==> src/rtl/dcm_lock_supervisor_pkg.sv <==
// -----------------------------------------------------------------------------
// dcm_lock_supervisor_pkg
//   Shared definitions for the DCM lock supervisor:
//     - state_e    : 2-bit FSM state encoding (ST_PULSE_RST, ST_WAIT_LOCK,
//                    ST_QUALIFY, ST_LOCKED)
//     - STATUS_*   : bit positions of the DCM STATUS "clock stopped" flags
//     - max3()     : helper used to size the shared cycle counter
// -----------------------------------------------------------------------------
package dcm_lock_supervisor_pkg;

  typedef enum logic [1:0] {
    ST_PULSE_RST = 2'd0,
    ST_WAIT_LOCK = 2'd1,
    ST_QUALIFY   = 2'd2,
    ST_LOCKED    = 2'd3
  } state_e;

  // DCM STATUS[1] = CLKIN stopped, STATUS[2] = CLKFX stopped
  localparam int STATUS_CLKIN_STOP_BIT = 1;
  localparam int STATUS_CLKFX_STOP_BIT = 2;

  // Largest of three integers
  function automatic int max3(input int a, input int b, input int c);
    int m;
    m = a;
    if (b > m) begin
      m = b;
    end else begin
      m = m;
    end
    if (c > m) begin
      m = c;
    end else begin
      m = m;
    end
    return m;
  endfunction

endpackage

==> src/rtl/dcm_lock_supervisor_sync_2ff.sv <==
// -----------------------------------------------------------------------------
// sync_2ff
//   Two-flop synchroniser for signals asynchronous to clk_i.
//   Ports:
//     clk_i   in   1      destination clock
//     rst_ni  in   1      asynchronous active-low reset (flops clear to 0)
//     d_i     in   WIDTH  asynchronous input
//     q_o     out  WIDTH  synchronised output (2 cycles of latency)
// -----------------------------------------------------------------------------
module sync_2ff #(
  parameter int WIDTH = 1
) (
  input  logic             clk_i,
  input  logic             rst_ni,
  input  logic [WIDTH-1:0] d_i,
  output logic [WIDTH-1:0] q_o
);

  logic [WIDTH-1:0] meta_q;
  logic [WIDTH-1:0] sync_q;

  // Metastability stage followed by the stable output stage
  always_ff @(posedge clk_i or negedge rst_ni) begin
    if (!rst_ni) begin
      meta_q <= '0;
      sync_q <= '0;
    end else begin
      meta_q <= d_i;
      sync_q <= meta_q;
    end
  end

  assign q_o = sync_q;

endmodule

==> src/rtl/dcm_lock_supervisor.sv <==
// -----------------------------------------------------------------------------
// dcm_lock_supervisor
//   Drives the DCM RST pin and qualifies its LOCKED output in the clk_i domain.
//   Sequence: pulse DCM reset, wait for LOCKED, require it to stay stable for
//   STABLE_CYCLES, then report a qualified lock. Lock loss or lock timeout
//   re-runs the sequence and is counted in relock_cnt_o (saturating).
//
//   Optional feature macro: DCM_STATUS_EN
//     When defined, DCM STATUS[2] (CLKFX stopped) and STATUS[1] (CLKIN stopped)
//     are synchronised and treated as a lock loss. When undefined,
//     dcm_status_i is ignored.
//
//   Ports:
//     clk_i          in   1      12 MHz system clock
//     resetn_i       in   1      asynchronous active-low reset
//     dcm_locked_i   in   1      raw DCM LOCKED (asynchronous)
//     dcm_status_i   in   8      raw DCM STATUS bus (DCM_STATUS_EN only)
//     dcm_rst_o      out  1      DCM RST, active high, registered
//     lock_stable_o  out  1      qualified lock, registered
//     timeout_o      out  1      sticky WAIT_LOCK timeout flag
//     relock_cnt_o   out  CNT_W  saturating re-lock attempt count
// -----------------------------------------------------------------------------
module dcm_lock_supervisor
  import dcm_lock_supervisor_pkg::*;
#(
  parameter int RST_CYCLES    = 4,
  parameter int LOCK_TIMEOUT  = 120000,
  parameter int STABLE_CYCLES = 1200,
  parameter int CNT_W         = 8
) (
  input  logic             clk_i,
  input  logic             resetn_i,
  input  logic             dcm_locked_i,
  input  logic [7:0]       dcm_status_i,
  output logic             dcm_rst_o,
  output logic             lock_stable_o,
  output logic             timeout_o,
  output logic [CNT_W-1:0] relock_cnt_o
);

  localparam int CNT_MAX = max3(RST_CYCLES, LOCK_TIMEOUT, STABLE_CYCLES);
  localparam int CW      = (CNT_MAX > 1) ? $clog2(CNT_MAX) : 1;

  // Terminal values of the shared counter in each timed state
  localparam logic [CW-1:0] RST_LAST    = CW'(RST_CYCLES - 1);
  localparam logic [CW-1:0] TO_LAST     = CW'(LOCK_TIMEOUT - 1);
  localparam logic [CW-1:0] STABLE_LAST = CW'(STABLE_CYCLES - 1);
  localparam logic [CNT_W-1:0] RELOCK_MAX = {CNT_W{1'b1}};

  logic lk_s;
  logic status_bad_s;
  logic status_unused_s;
  logic relock_inc_s;

  state_e           state_q, state_d;
  logic [CW-1:0]    cnt_q, cnt_d;
  logic             dcm_rst_q, dcm_rst_d;
  logic             lock_stable_q, lock_stable_d;
  logic             timeout_q, timeout_d;
  logic [CNT_W-1:0] relock_cnt_q, relock_cnt_d;

  sync_2ff #(.WIDTH(1)) u_lock_sync (
    .clk_i  (clk_i),
    .rst_ni (resetn_i),
    .d_i    (dcm_locked_i),
    .q_o    (lk_s)
  );

`ifdef DCM_STATUS_EN
  logic [1:0] status_sync_s;

  sync_2ff #(.WIDTH(2)) u_status_sync (
    .clk_i  (clk_i),
    .rst_ni (resetn_i),
    .d_i    ({dcm_status_i[STATUS_CLKFX_STOP_BIT], dcm_status_i[STATUS_CLKIN_STOP_BIT]}),
    .q_o    (status_sync_s)
  );

  assign status_bad_s = |status_sync_s;
`else
  assign status_bad_s = 1'b0;
`endif

  // Remaining STATUS bits carry no information for this block
  assign status_unused_s = ^dcm_status_i;

  // Next-state logic; cnt counts elapsed cycles and is cleared on every
  // state change so each timed state starts from zero.
  always_comb begin
    state_d      = state_q;
    cnt_d        = cnt_q + CW'(1);
    timeout_d    = timeout_q;
    relock_inc_s = 1'b0;
    case (state_q)
      ST_PULSE_RST: begin
        if (cnt_q == RST_LAST) begin
          state_d = ST_WAIT_LOCK;
          cnt_d   = '0;
        end else begin
          state_d = ST_PULSE_RST;
        end
      end
      ST_WAIT_LOCK: begin
        if (status_bad_s) begin
          // Stopped clock: restart without flagging a timeout
          state_d      = ST_PULSE_RST;
          cnt_d        = '0;
          relock_inc_s = 1'b1;
        end else if (lk_s) begin
          state_d = ST_QUALIFY;
          cnt_d   = '0;
        end else if (cnt_q == TO_LAST) begin
          state_d      = ST_PULSE_RST;
          cnt_d        = '0;
          timeout_d    = 1'b1;
          relock_inc_s = 1'b1;
        end else begin
          state_d = ST_WAIT_LOCK;
        end
      end
      ST_QUALIFY: begin
        if (!lk_s || status_bad_s) begin
          // LOCKED chatters during acquisition: retry the wait, no DCM reset
          state_d = ST_WAIT_LOCK;
          cnt_d   = '0;
        end else if (cnt_q == STABLE_LAST) begin
          state_d = ST_LOCKED;
          cnt_d   = '0;
        end else begin
          state_d = ST_QUALIFY;
        end
      end
      ST_LOCKED: begin
        cnt_d = '0;
        if (!lk_s || status_bad_s) begin
          state_d      = ST_PULSE_RST;
          relock_inc_s = 1'b1;
        end else begin
          state_d = ST_LOCKED;
        end
      end
      default: begin
        state_d = ST_PULSE_RST;
        cnt_d   = '0;
      end
    endcase

    if (relock_inc_s && (relock_cnt_q != RELOCK_MAX)) begin
      relock_cnt_d = relock_cnt_q + CNT_W'(1);
    end else begin
      relock_cnt_d = relock_cnt_q;
    end

    // Outputs registered from the next state so they change on state entry
    dcm_rst_d     = (state_d == ST_PULSE_RST);
    lock_stable_d = (state_d == ST_LOCKED);
  end

  // State, counter and registered outputs
  always_ff @(posedge clk_i or negedge resetn_i) begin
    if (!resetn_i) begin
      state_q       <= ST_PULSE_RST;
      cnt_q         <= '0;
      dcm_rst_q     <= 1'b1;
      lock_stable_q <= 1'b0;
      timeout_q     <= 1'b0;
      relock_cnt_q  <= '0;
    end else begin
      state_q       <= state_d;
      cnt_q         <= cnt_d;
      dcm_rst_q     <= dcm_rst_d;
      lock_stable_q <= lock_stable_d;
      timeout_q     <= timeout_d;
      relock_cnt_q  <= relock_cnt_d;
    end
  end

  assign dcm_rst_o     = dcm_rst_q;
  assign lock_stable_o = lock_stable_q;
  assign timeout_o     = timeout_q;
  assign relock_cnt_o  = relock_cnt_q;

endmodule

==> config.mk <==
export PLATFORM = sky130hd
export DESIGN_NAME = dcm_lock_supervisor
export DESIGN_NICKNAME = d
export VERILOG_FILES = /design/src/rtl/dcm_lock_supervisor_pkg.sv /design/src/rtl/dcm_lock_supervisor_sync_2ff.sv /design/src/rtl/dcm_lock_supervisor.sv
export SDC_FILE = /design/constraint.sdc
export NUM_CORES = 1
export LEC_CHECK = 0
export CORE_UTILIZATION = 45
export DETAILED_ROUTE_END_ITERATION = 7
export GPL_TIMING_DRIVEN = 0
export PLACE_DENSITY = 0.68
export SLEW_MARGIN = 20
export SYNTH_ARGS = -nofsm -noshare
export SYNTH_HDL_FRONTEND = slang
export SYNTH_SLANG_ARGS = --single-unit
==> constraint.sdc <==
create_clock -name clk_i -period 2.2 [get_ports clk_i]
set_input_delay 0.22 -clock clk_i [delete_from_list [all_inputs] [get_ports clk_i]]
set_output_delay 0.22 -clock clk_i [all_outputs]
set_load 0.005 [all_outputs]
Word level (Yosys, flattened, before mapping)
Cells that the tools add are included.
{ "totals": {"regBits": 32, "output_inout_bits": 11} }
{ "classes": {"addsub": 2, "bitwise": 1, "n_reduce_logical": 4, "mux": 17, "n_eq_ne": 8} }
{ "op_table": {"columns": ["op", "count"], "rows": [
  ["2-to-1 mux 17 bit", 5],
  ["one-hot mux 17 bit (4 select lines)", 1],
  ["adder 17 x 1 -> 17 bit (second input constant)", 1],
  ["equality test 17 x 11 -> 1 bit (second input constant)", 1],
  ["equality test 17 bit (second input constant)", 1],
  ["equality test 17 x 2 -> 1 bit (second input constant)", 1],
  ["adder 8 x 1 -> 8 bit (second input constant)", 1],
  ["!= test 8 bit (second input constant)", 1],
  ["one-hot mux 2 bit (4 select lines)", 1],
  ["equality test 2 bit (second input constant)", 3],
  ["2-to-1 mux 1 bit", 6],
  ["2-to-1 mux 2 bit", 3],
  ["zero test 2 bit", 2],
  ["AND reduction 3 bit", 1],
  ["equality test 2 x 1 -> 1 bit (second input constant)", 1],
  ["one-hot mux 1 bit (2 select lines)", 1],
  ["logical AND 1 bit", 1],
  ["inverter 1 bit", 1]
]} }

Logic depth before layout (Yosys ltp)
{ "depth": {"depth_word": 5, "mapped_depth": 8} }

Cells and area by module
Synthesis repeated with hierarchy kept, for this count alone.
{ "hier_totals": {"hier_cells": 153, "area_unflattened_um2": 1582.8} }
{ "modules_own_cells": {"columns": ["module", "seq_area_each_um2", "area_each_um2", "cells_per_inst", "instances"], "rows": [
  ["dcm_lock_supervisor", 752.0, 1532.7, 151, 1],
  ["sync_2ff", 50.0, 50.0, 2, 1]
]} }

Least setup slack after synthesis
OpenSTA, ideal clock, no wires.
{ "synth_path": {"path_kind": "flip-flop to flip-flop", "startpoint": "reg cnt_q[6]", "endpoint": "reg cnt_q[10]", "arrival_ns": 1.810, "period_less_slack_ns": 1.929, "path_stages_with_launch": 8, "path_slack_ns": 0.271, "setup_time_ns": 0.119, "cell_sequence": "dfrtp_1 or4_1 nor3_2 a311o_2 o311a_1 buf_4 buf_6 nor2_1"} }
{ "synth_via": {"elab_chain_len": 4, "elab_cells_between_ends": 10} }
{ "synth_rtl": {"columns": ["element", "line_no", "source"], "rows": [
  ["start: declaration", "dcm_lock_supervisor.sv:56", "logic [CW-1:0] cnt_q, cnt_d;"],
  ["start signal: assignment", "dcm_lock_supervisor.sv:170", "cnt_q <= cnt_d;"],
  ["adder 17 x 1 -> 17 bit, or another cell as far along", "dcm_lock_supervisor.sv:91", "cnt_d = cnt_q + CW'(1);"],
  ["2-to-1 mux 17 bit (on tied branches)", "dcm_lock_supervisor.sv:126, dcm_lock_supervisor.sv:112", null],
  ["2-to-1 mux 17 bit (on tied branches)", "dcm_lock_supervisor.sv:122, dcm_lock_supervisor.sv:109", null],
  ["one-hot mux 17 bit (4 select lines) *", "dcm_lock_supervisor.sv:94", "case (state_q)"],
  ["named net cnt_d[10]", "dcm_lock_supervisor.sv:56", null]
]} }
Mark *: on every way through the listed nets, which the timed path passes. The rest lies on a longest branch.
A chain may end at the register's enable or synchronous reset.

Worst setup path in the final report
Same ends and word-level chain as after synthesis.

==> flow_summary.toml <==
[grt]
grt_max_degree = 33
grt_pass1_vias = 1181
overflow = 0
grt_pass1_wl_um = 5240
antenna_found_initial = 0
track_usage = 0.200

[drt]
drt_iter0_drc = 37
ant_nets = 0
wl_um = 2910
routed_via_density = 5.32
drt_drc_violations_left = 0
dr.pass1.iters = 4
vias = 1127
wire_per_inst_um = 13.7

[synthesis]
synthArstFlopShare = 1.00
synth_area_sq_mm = 0.00154
synth-main-ff-cell = "dfrtp_1"
synth_cell_types = 40
ys_seq_area_frac = 0.519
syn_inst = 146
synth.avg_cell_area_sq_um = 10.6
synth_seq_cells = 32
yosysWarnings = 0
synth_edf_count = 0
synth_nets = 159

[worst_setup_path]
critPathLaunch = "cnt_q[6]$_DFF_PN0_"
required_ns = 2.43
cp-start-kind = "flop"
r2r_slack_ns = 0.12
cp_max_fo = 10
endpoint = "cnt_q[10]$_DFF_PN0_"
reg2reg_depth = 7
r2r-start = "cnt_q[6]$_DFF_PN0_"
setup.worst_path.end_class = "flop"
r2r-end = "cnt_q[10]$_DFF_PN0_"
cp.arrival_ns = 2.31
criticalPathCategory = "reg2reg"

[final_layout]
fin_nets = 180
n_fill_cell = 304
antennaDiodeCount = 0
drive_gt1_frac = 0.155
syn2layout_area_growth_pct = 16.9
final_core_util = 0.573

[clock_tree]
cts_setup_buffers = 0
htreeDepth = 2
tritoncts = "built"
clkSinkCount = 32
worstSkewPairLatency_ns = 0.34
root_buffer = "clkbuf_4"
numCtsBuffers = 5
clockBufferDepth = 2
path_clk_slew_ns = 0.11

[sta]
fmax_mhz = 482
fin_setup_tns_ns = 0
period_share = 0.944
rsz0062_at_grt = "false"
setup_violations = 0
hold_viol = 0
max_slew_margin = 0.535
slew_viol_final = 0
worstMarginPinSlew_ns = 0.698
fin_skew_ns = 0.0116
fin_crit_ns = 2.08

[flow_run]
timing.max_cap.violations = 0

[place]
place_congestion = 0.775
io_buffers = 13
dp_hpwl_um = 2060

[die]
core_sq_mm = 0.00315
die_area_sq_mm = 0.00367
num_rows = 20
chipHeight_um = 60.6
die_w_um = 60.6
io_pins = 22
initial_core_util = 0.490

[pwr]
p_total_mw = 1.43
ir_drop_mv = 0.446
p_leak_nw = 0.785
p_per_area_mw_per_mm2 = 794

[outcome]
status = "finished clean"

[hold_path]
worstHoldPathType = "in2reg"
[worst min path at each step]
stage	start	end	slack (ns)	depth (start not counted)
CTS	dcm_locked_i	u_lock_sync.meta_q$_DFF_PN0_	0.29	1
global route	dcm_locked_i	u_lock_sync.meta_q$_DFF_PN0_	0.29	1
global placement	u_lock_sync.meta_q$_DFF_PN0_	u_lock_sync.q_o$_DFF_PN0_	0.34	0
detailed placement	resetn_i	state_q[1]$_DFF_PN0_	0.32	1
floorplan	resetn_i	cnt_q[0]$_DFF_PN0_	-0.08	0
finish	dcm_locked_i	u_lock_sync.meta_q$_DFF_PN0_	0.30	1
[report_power, final]
| part | internal, mW | switching (mW) | total (mW) |
|---|---|---|---|
| Sequential | 0.673 | 0.0827 | 0.756 |
| Combinational | 0.176 | 0.155 | 0.331 |
| Clock | 0.126 | 0.222 | 0.347 |
| Total | 0.975 | 0.460 | 1.43 |
[per-stage QoR]
step	setup slack, ns	area (sq um)	hold slack [ns]	std cells
floorplan	0.271	1540	-0.0756	146
global placement	0.0925	1730	0.336	203
detailed placement	0.0594	1720	0.315	203
CTS	0.0360	1800	0.290	212
global route	0.0109	1810	0.291	212
finish	0.123	1810	0.305	212
[sequential cells by signal, indices dropped and copies added, names as in the netlist]
signal / count
u_lock_sync.meta_q: 1
u_lock_sync.q_o: 1
state_q: 2
timeout_o: 1
cnt_q: 17
dcm_rst_o: 1
lock_stable_o: 1
relock_cnt_o: 8
[synthesized netlist by cell type (all sizes together), types with 2 or more instances]
cell,count,area share
dfrtp,31,0.50
nor2,24,0.058
xnor2,11,0.062
xor2,11,0.062
nor3,10,0.039
nand2,9,0.022
nand3,8,0.029
inv,3,0.0073
nand4,3,0.012
nor3b,3,0.015
nor4,3,0.016
and2,2,0.0089
and3,2,0.0089
and4,2,0.012
buf,2,0.012
clkbuf,2,0.0049
ha,2,0.016
nor2b,2,0.0081
or4,2,0.0097
[layout make-up]
class | instances | area (sq um) | share of cell area
Sequential cell | 32 | 802 | 0.444
Multi-Input combinational cell | 106 | 704 | 0.390
Timing Repair Buffer | 14 | 135 | 0.0748
Tap cell | 44 | 55.1 | 0.0305
Clock buffer | 5 | 37.5 | 0.0208
Buffer | 5 | 36.3 | 0.0201
Clock inverter | 3 | 23.8 | 0.0132
Inverter | 3 | 11.3 | 0.00624
[layer usage]
| metal | vias to the layer above | routed length (um) | track usage |
|---|---|---|---|
| li1 | 548 | - | - |
| met1 | 563 | 1310 | 0.254 |
| met2 | 11 | 1490 | 0.317 |
| met3 | 5 | 86 | 0.0768 |
| met4 | 0 | 32 | 0.0584 |
| met5 | - | 0 | 0 |
[kinds of logic (layout without fill, tap and decap cells)]
kind of cell | count (synthesis) | in the layout | synth area share
compound gates | 8 | 8 | 0.0462
xor+xnor | 22 | 22 | 0.125
fa+ha+maj | 2 | 2 | 0.0162
buf+inv | 8 | 30 | 0.0308
flops | 32 | 32 | 0.519
mux | 1 | 1 | 0.00729
simple gates | 73 | 73 | 0.255
[layout by cell type (no fill, tap or decap), types with 2 or more instances in the layout]
cell,count
nor4_1,2
clkbuf_4,5
nor2b_1,2
clkinvlp_4,2
xnor2_1,11
clkdlybuf4s50_1,12
nand3_1,7
nand4_1,3
dfrtp_1,31
nor2_1,24
nor3_1,8
ha_1,2
inv_1,3
clkbuf_1,2
xor2_1,11
nor3b_1,3
nand2_1,9
[what timing repair did]
| action | in CTS | in global routing |
|---|---|---|
| resized for setup | 0 | 2 |
| endpoints found under the setup margin | 0 | 12 |
| hold buffers | 1 | 0 |
| endpoints found under the hold margin | 31 | 0 |
[worst max-delay path, stage by stage (launching register included)]
cell and delay [ns]:
dfrtp_1 0.43, or4_4 0.57, nor3_4 0.21, a311o_2 0.23
o311a_1 0.16, buf_4 0.16, buf_6 0.15, nor2_1 0.05
Power figures use the tool's default switching activity.
==> RTL change 1: new RTL, config.mk and constraints unchanged <==
Make the reset (`resetn_i` and `rst_ni`) synchronous in 2 clocked blocks. Comments in the files are not updated.
--- a/src/rtl/dcm_lock_supervisor_sync_2ff.sv
+++ b/src/rtl/dcm_lock_supervisor_sync_2ff.sv
@@ -20,7 +20,7 @@
   logic [WIDTH-1:0] sync_q;
 
   // Metastability stage followed by the stable output stage
-  always_ff @(posedge clk_i or negedge rst_ni) begin
+  always_ff @(posedge clk_i) begin
     if (!rst_ni) begin
       meta_q <= '0;
       sync_q <= '0;
--- a/src/rtl/dcm_lock_supervisor.sv
+++ b/src/rtl/dcm_lock_supervisor.sv
@@ -157,7 +157,7 @@
   end
 
   // State, counter and registered outputs
-  always_ff @(posedge clk_i or negedge resetn_i) begin
+  always_ff @(posedge clk_i) begin
     if (!resetn_i) begin
       state_q       <= ST_PULSE_RST;
       cnt_q         <= '0;
Function: differs if resetn_i is asserted again (counterexample within 10 cycles, from zero or initial values and one cycle with resetn_i low); with resetn_i held inactive, the same outputs for 10 cycles.
==> RTL change 1 against the original RTL <==
- sequential cell count is the same
- die area down 2.0%
- maximum frequency is 0.25% higher
- design area increased by 0.35%
- setup slack better by 0.0052 ns
- global-route usage is 1.6 points lower
- area after synthesis shrank 2.0%
- count of clock-buffer cells in the layout up 1
- wire length up 1.3%
- largest cell class is now multi-input combinational cells
Power is not compared: it rests on default switching activity, and its combinational part moved more than twofold at a synthesized area within 25%.
==> RTL change 1: results (changes against the original RTL) <==
Outcome
  – Status: finished, final reports clean (unchanged)

Routing
  – Initial detailed-routing violation count: 86 (was 37)
  – Metal3 WL: 149 um (was 86 um)
  – Via count: 1,290 (was 1,127)
  – Met2 wire length: 1310 um (was 1490 um)
  – Wire per inst: 12.3 um (was 13.7 um)
  – Wl on met1: 1460 um (was 1310 um)

Timing
  – Layout Skew: 0.0131 ns (was 0.0116 ns)
  – Slew margin rel.: 71.5% (was 53.5%)

Setup path
  – CP max stage cell: or4_1 (was or4_4)
  – Worst-path fanout max: 7 (was 10)
  – FF-to-FF Start: cnt_q[8] (was cnt_q[6])
  – Crit-path max cell delay: 0.49 ns (was 0.57 ns)
  – Data arrival, critical path: 2.35 ns (was 2.31 ns)

Place
  – Post-Place Worst Slack: -0.0114 ns (was 0.0594 ns)
  – HPWL after DPL: 2080 um (was 2060 um)
  – DP Area: 1690 um^2 (was 1720 um^2)
  – Input/output buffers: 12 (was 13)

Global route
  – Pin count of the biggest net entering global routing: 11 (was 33)
  – Met1 capacity usage during global routing: 25.8% (was 25.4%)
  – Vias in the first global route: 1,078 (was 1,181)
  – Global-route wire length before repair: 4840 um (was 5240 um)
  – Tot GR Track Use: 18.4% (was 20.0%)

Synthesis
  – Mux cell area share after synthesis: 3.31% (was 0.729%)
  – Xor/xnor share of the synthesized area: 8.68% (was 12.5%)
  – Asr flop ratio synth: 0% (was 100%)
  – Ys flop type: dfxtp_1 (was dfrtp_1)
  – Seq/Total Area, Yosys: 42.3% (was 51.9%)

Worst hold path
  – Hold path depth: 3 (was 1)

Finish
  – FILL cells: 271 (was 304)
  – Fraction of layout cells with a size suffix above 1: 8.67% (was 15.5%)

CTS
  – # resized after CTS: 2 (was 0)
## RTL change 1: final timing paths
check                           slack [ns]               to
worst max-delay path                  0.13  relock_cnt_o[3]
worst min-delay path                  0.28  relock_cnt_o[1]
worst max register to register        0.13  relock_cnt_o[3]
worst min register to register        0.44  u_lock_sync.q_o
## RTL change 1: layout make-up
class,instances,area share (%)
buffer,6,2.28
timing repair buffer,13,7.04
clock inverter,2,1.93
tap,44,3.04
multi-input combinational,134,47.4
inverter,3,0.622
clock buffer,6,2.28
sequential,32,35.4
## RTL change 1: stage by stage
stage,std cells,hold slack (ns),setup TNS (ns),util [%],total power [mW]
floorplan,176,0.347,0,-,0.649
global placement,232,0.419,0,54.0,0.661
detailed placement,232,0.422,-0.0124,54.0,0.662
CTS,240,0.278,0,56.8,1.10
global route,240,0.309,0,57.9,1.13
finish,240,0.285,0,57.9,1.09
## RTL change 1: worst min-delay path, delay by kind of cell
family                 cells  cell delay [ns]
buffers and inverters      1             0.20
AND/OR/NAND/NOR            1             0.12
multiplexers               1             0.05
==> RTL change 2: new RTL, config.mk and constraints unchanged <==
Without the edit above. Add a define of `DCM_STATUS_EN`.
--- a/src/rtl/dcm_lock_supervisor.sv
+++ b/src/rtl/dcm_lock_supervisor.sv
@@ -20,6 +20,8 @@
 //     timeout_o      out  1      sticky WAIT_LOCK timeout flag
 //     relock_cnt_o   out  CNT_W  saturating re-lock attempt count
 // -----------------------------------------------------------------------------
+`define DCM_STATUS_EN
+
 module dcm_lock_supervisor
   import dcm_lock_supervisor_pkg::*;
 #(
Check against the original RTL: not equivalent (a bounded check fails within 10 cycles, from zero or initial values and one cycle with resetn_i low).
==> RTL change 2 against the original RTL <==
- via count grew 9.3%
- sequential cell count grew 4
- area after synthesis grew 9.9%
- first-iteration DRC count grew 30%
- wire length grew 5.3%
- setup slack lost 0.017 ns
- worst hold slack gained 0.049 ns
- critical path depth shrank 1
- design area grew 15%
- count of clock-buffer cells in the layout is the same
- non-clock buffer count grew 5
- final cell count grew 9.9%
Power is not compared: it rests on default switching activity, and its combinational part moved more than twofold at a synthesized area within 25%.
==> RTL change 2: results (changes against the original RTL) <==
Finish
  – Nets: 199 (was 180)
  – FILL cells: 315 (was 304)
  – Largest Register: cnt_q (unchanged)
  – Fraction of layout cells with a size suffix above 1: 16.0% (was 15.5%)

Synthesis
  – Ys flop type: dfrtp_1 (unchanged)
  – Syn_nets: 171 (was 159)
  – Seq/Total Area, Yosys: 53.2% (was 51.9%)
  – Mux cell area share after synthesis: 0.664% (was 0.729%)
  – Compound-gate portion of the synthesized area: 6.27% (was 4.62%)
  – Distinct cells, synth: 38 (was 40)
  – Commonest cells in the netlist: dfrtp_1, nor2_1, nand2_1, xor2_1, nand3_1 (was dfrtp_1, nor2_1, xnor2_1, xor2_1, nand2_1)
  – Post-Synth Adder-Cell Area: 1.47% (was 1.62%)
  – Synth area leaders: dfrtp_1, xor2_1, nor2_1, xnor2_1, nand3_1 (was dfrtp_1, xnor2_1, xor2_1, nor2_1, nor3_1)
  – Xor/xnor share of the synthesized area: 11.4% (was 12.5%)

Routing
  – Met2 wire length: 1560 um (was 1490 um)
  – Metal3 WL: 84 um (was 86 um)
  – Vias per cell: 5.29 (was 5.32)
  – Initial detailed-routing violation count: 48 (was 37)
  – TritonRoute pass-1 iters: 4 (unchanged)
  – Wl on met1: 1360 um (was 1310 um)
  – Wire per inst: 13.2 um (was 13.7 um)
  – Max Used Layer: met4 (unchanged)

Timing
  – Pin slew with the least headroom to its limit: 0.601 ns (was 0.698 ns)
  – Final worst path period need: 2.09 ns (was 2.08 ns)
  – Layout Skew: 0.00331 ns (was 0.0116 ns)

Global route
  – Tot GR Track Use: 17.2% (was 20.0%)
  – GRT met3 Usage: 4.17% (was 7.68%)
  – Pin count of the biggest net entering global routing: 21 (was 33)
  – Global-route wire length before repair: 5270 um (was 5240 um)
  – Met1 capacity usage during global routing: 19.6% (was 25.4%)
  – Initial antenna violation count: 0 (unchanged)
  – Met2 usage: 29.5% (was 31.7%)

Place
  – Post-Place Worst Slack: 0.0400 ns (was 0.0594 ns)
  – Final Wtd Congestion: 0.810 (was 0.775)
  – Input/output buffers: 15 (was 13)
  – HPWL after DPL: 2140 um (was 2060 um)

Power
  – Biggest consumer: sequential cells
  – Total Power: 2.14 mW

Worst hold path
  – Worst hold path type: reg -> reg (was in -> reg)

CTS
  – H-Tree Depth: 2 (unchanged)
  – Clk pin slew, worst setup/hold paths: 0.07 ns (was 0.11 ns)
  – Worst-skew pair later-pin latency: 0.28 ns (was 0.34 ns)
  – # resized after CTS: 0 (unchanged)
  – CTS root buf: clkbuf_8 (was clkbuf_4)

Outcome
  – Status: finished, final reports clean (unchanged)

Setup path
  – R2R setup slack: 0.11 ns (was 0.12 ns)
  – Data arrival, critical path: 2.27 ns (was 2.31 ns)
-- RTL change 2: cell count changes in the layout (fill, tap and decap cells not counted), moves of 3 or more --
| cell | delta |
|---|---|
| xnor2_1 | -3 |
| nand2_1 | +5 |
| clkbuf_8 | +5 |
| clkbuf_4 | -5 |
| nor4_1 | +3 |
| buf_4 | +4 |
| nand3_1 | +5 |
| xor2_1 | +3 |
| dfrtp_1 | +4 |
-- RTL change 2: worst paths after layout --
check,from,end,depth (start not counted)
worst max register to register,cnt_q[6],cnt_q[7],6
max in group asynchronous,resetn_i,relock_cnt_o[0],3
worst max-delay path,cnt_q[6],cnt_q[7],6
worst min register to register,u_status_sync.meta_q[0],u_status_sync.q_o[0],0
worst min-delay path,u_status_sync.meta_q[0],u_status_sync.q_o[0],0
min in group asynchronous,resetn_i,cnt_q[14],2
-- RTL change 2: critical path, stage by stage (launching register included) --
cell and delay (ns):
dfrtp_1 0.45, nor4_2 0.33, and3_2 0.28, or3b_4 0.43
o211ai_4 0.25, buf_6 0.18, nor2_1 0.06
-- RTL change 2: metrics by stage --
step	hold slack, ns	cell area [um^2]	instances
2_1_floorplan	-0.0756	1700	158
3_3_place_gp	0.336	1900	219
3_5_place_dp	0.182	1930	220
4_1_cts	0.359	2050	229
5_1_grt	0.359	2080	233
6_report	0.354	2080	233
-- RTL change 2: timing repair --
item,in CTS,in global routing
hold endpoints to repair,15,0
setup buffers,0,4
hold buffers,1,0
endpoints found under the setup margin,0,12
-- RTL change 2: layout make-up --
class,instances,area [um^2],area share (%)
Buffer,3,30.0,1.44
Multi-Input combinational cell,114,746,35.9
Clock inverter,3,42.5,2.05
Inverter,5,18.8,0.903
Tap cell,46,57.6,2.77
Sequential cell,36,902,43.4
Clock buffer,5,68.8,3.31
Timing Repair Buffer,21,213,10.2
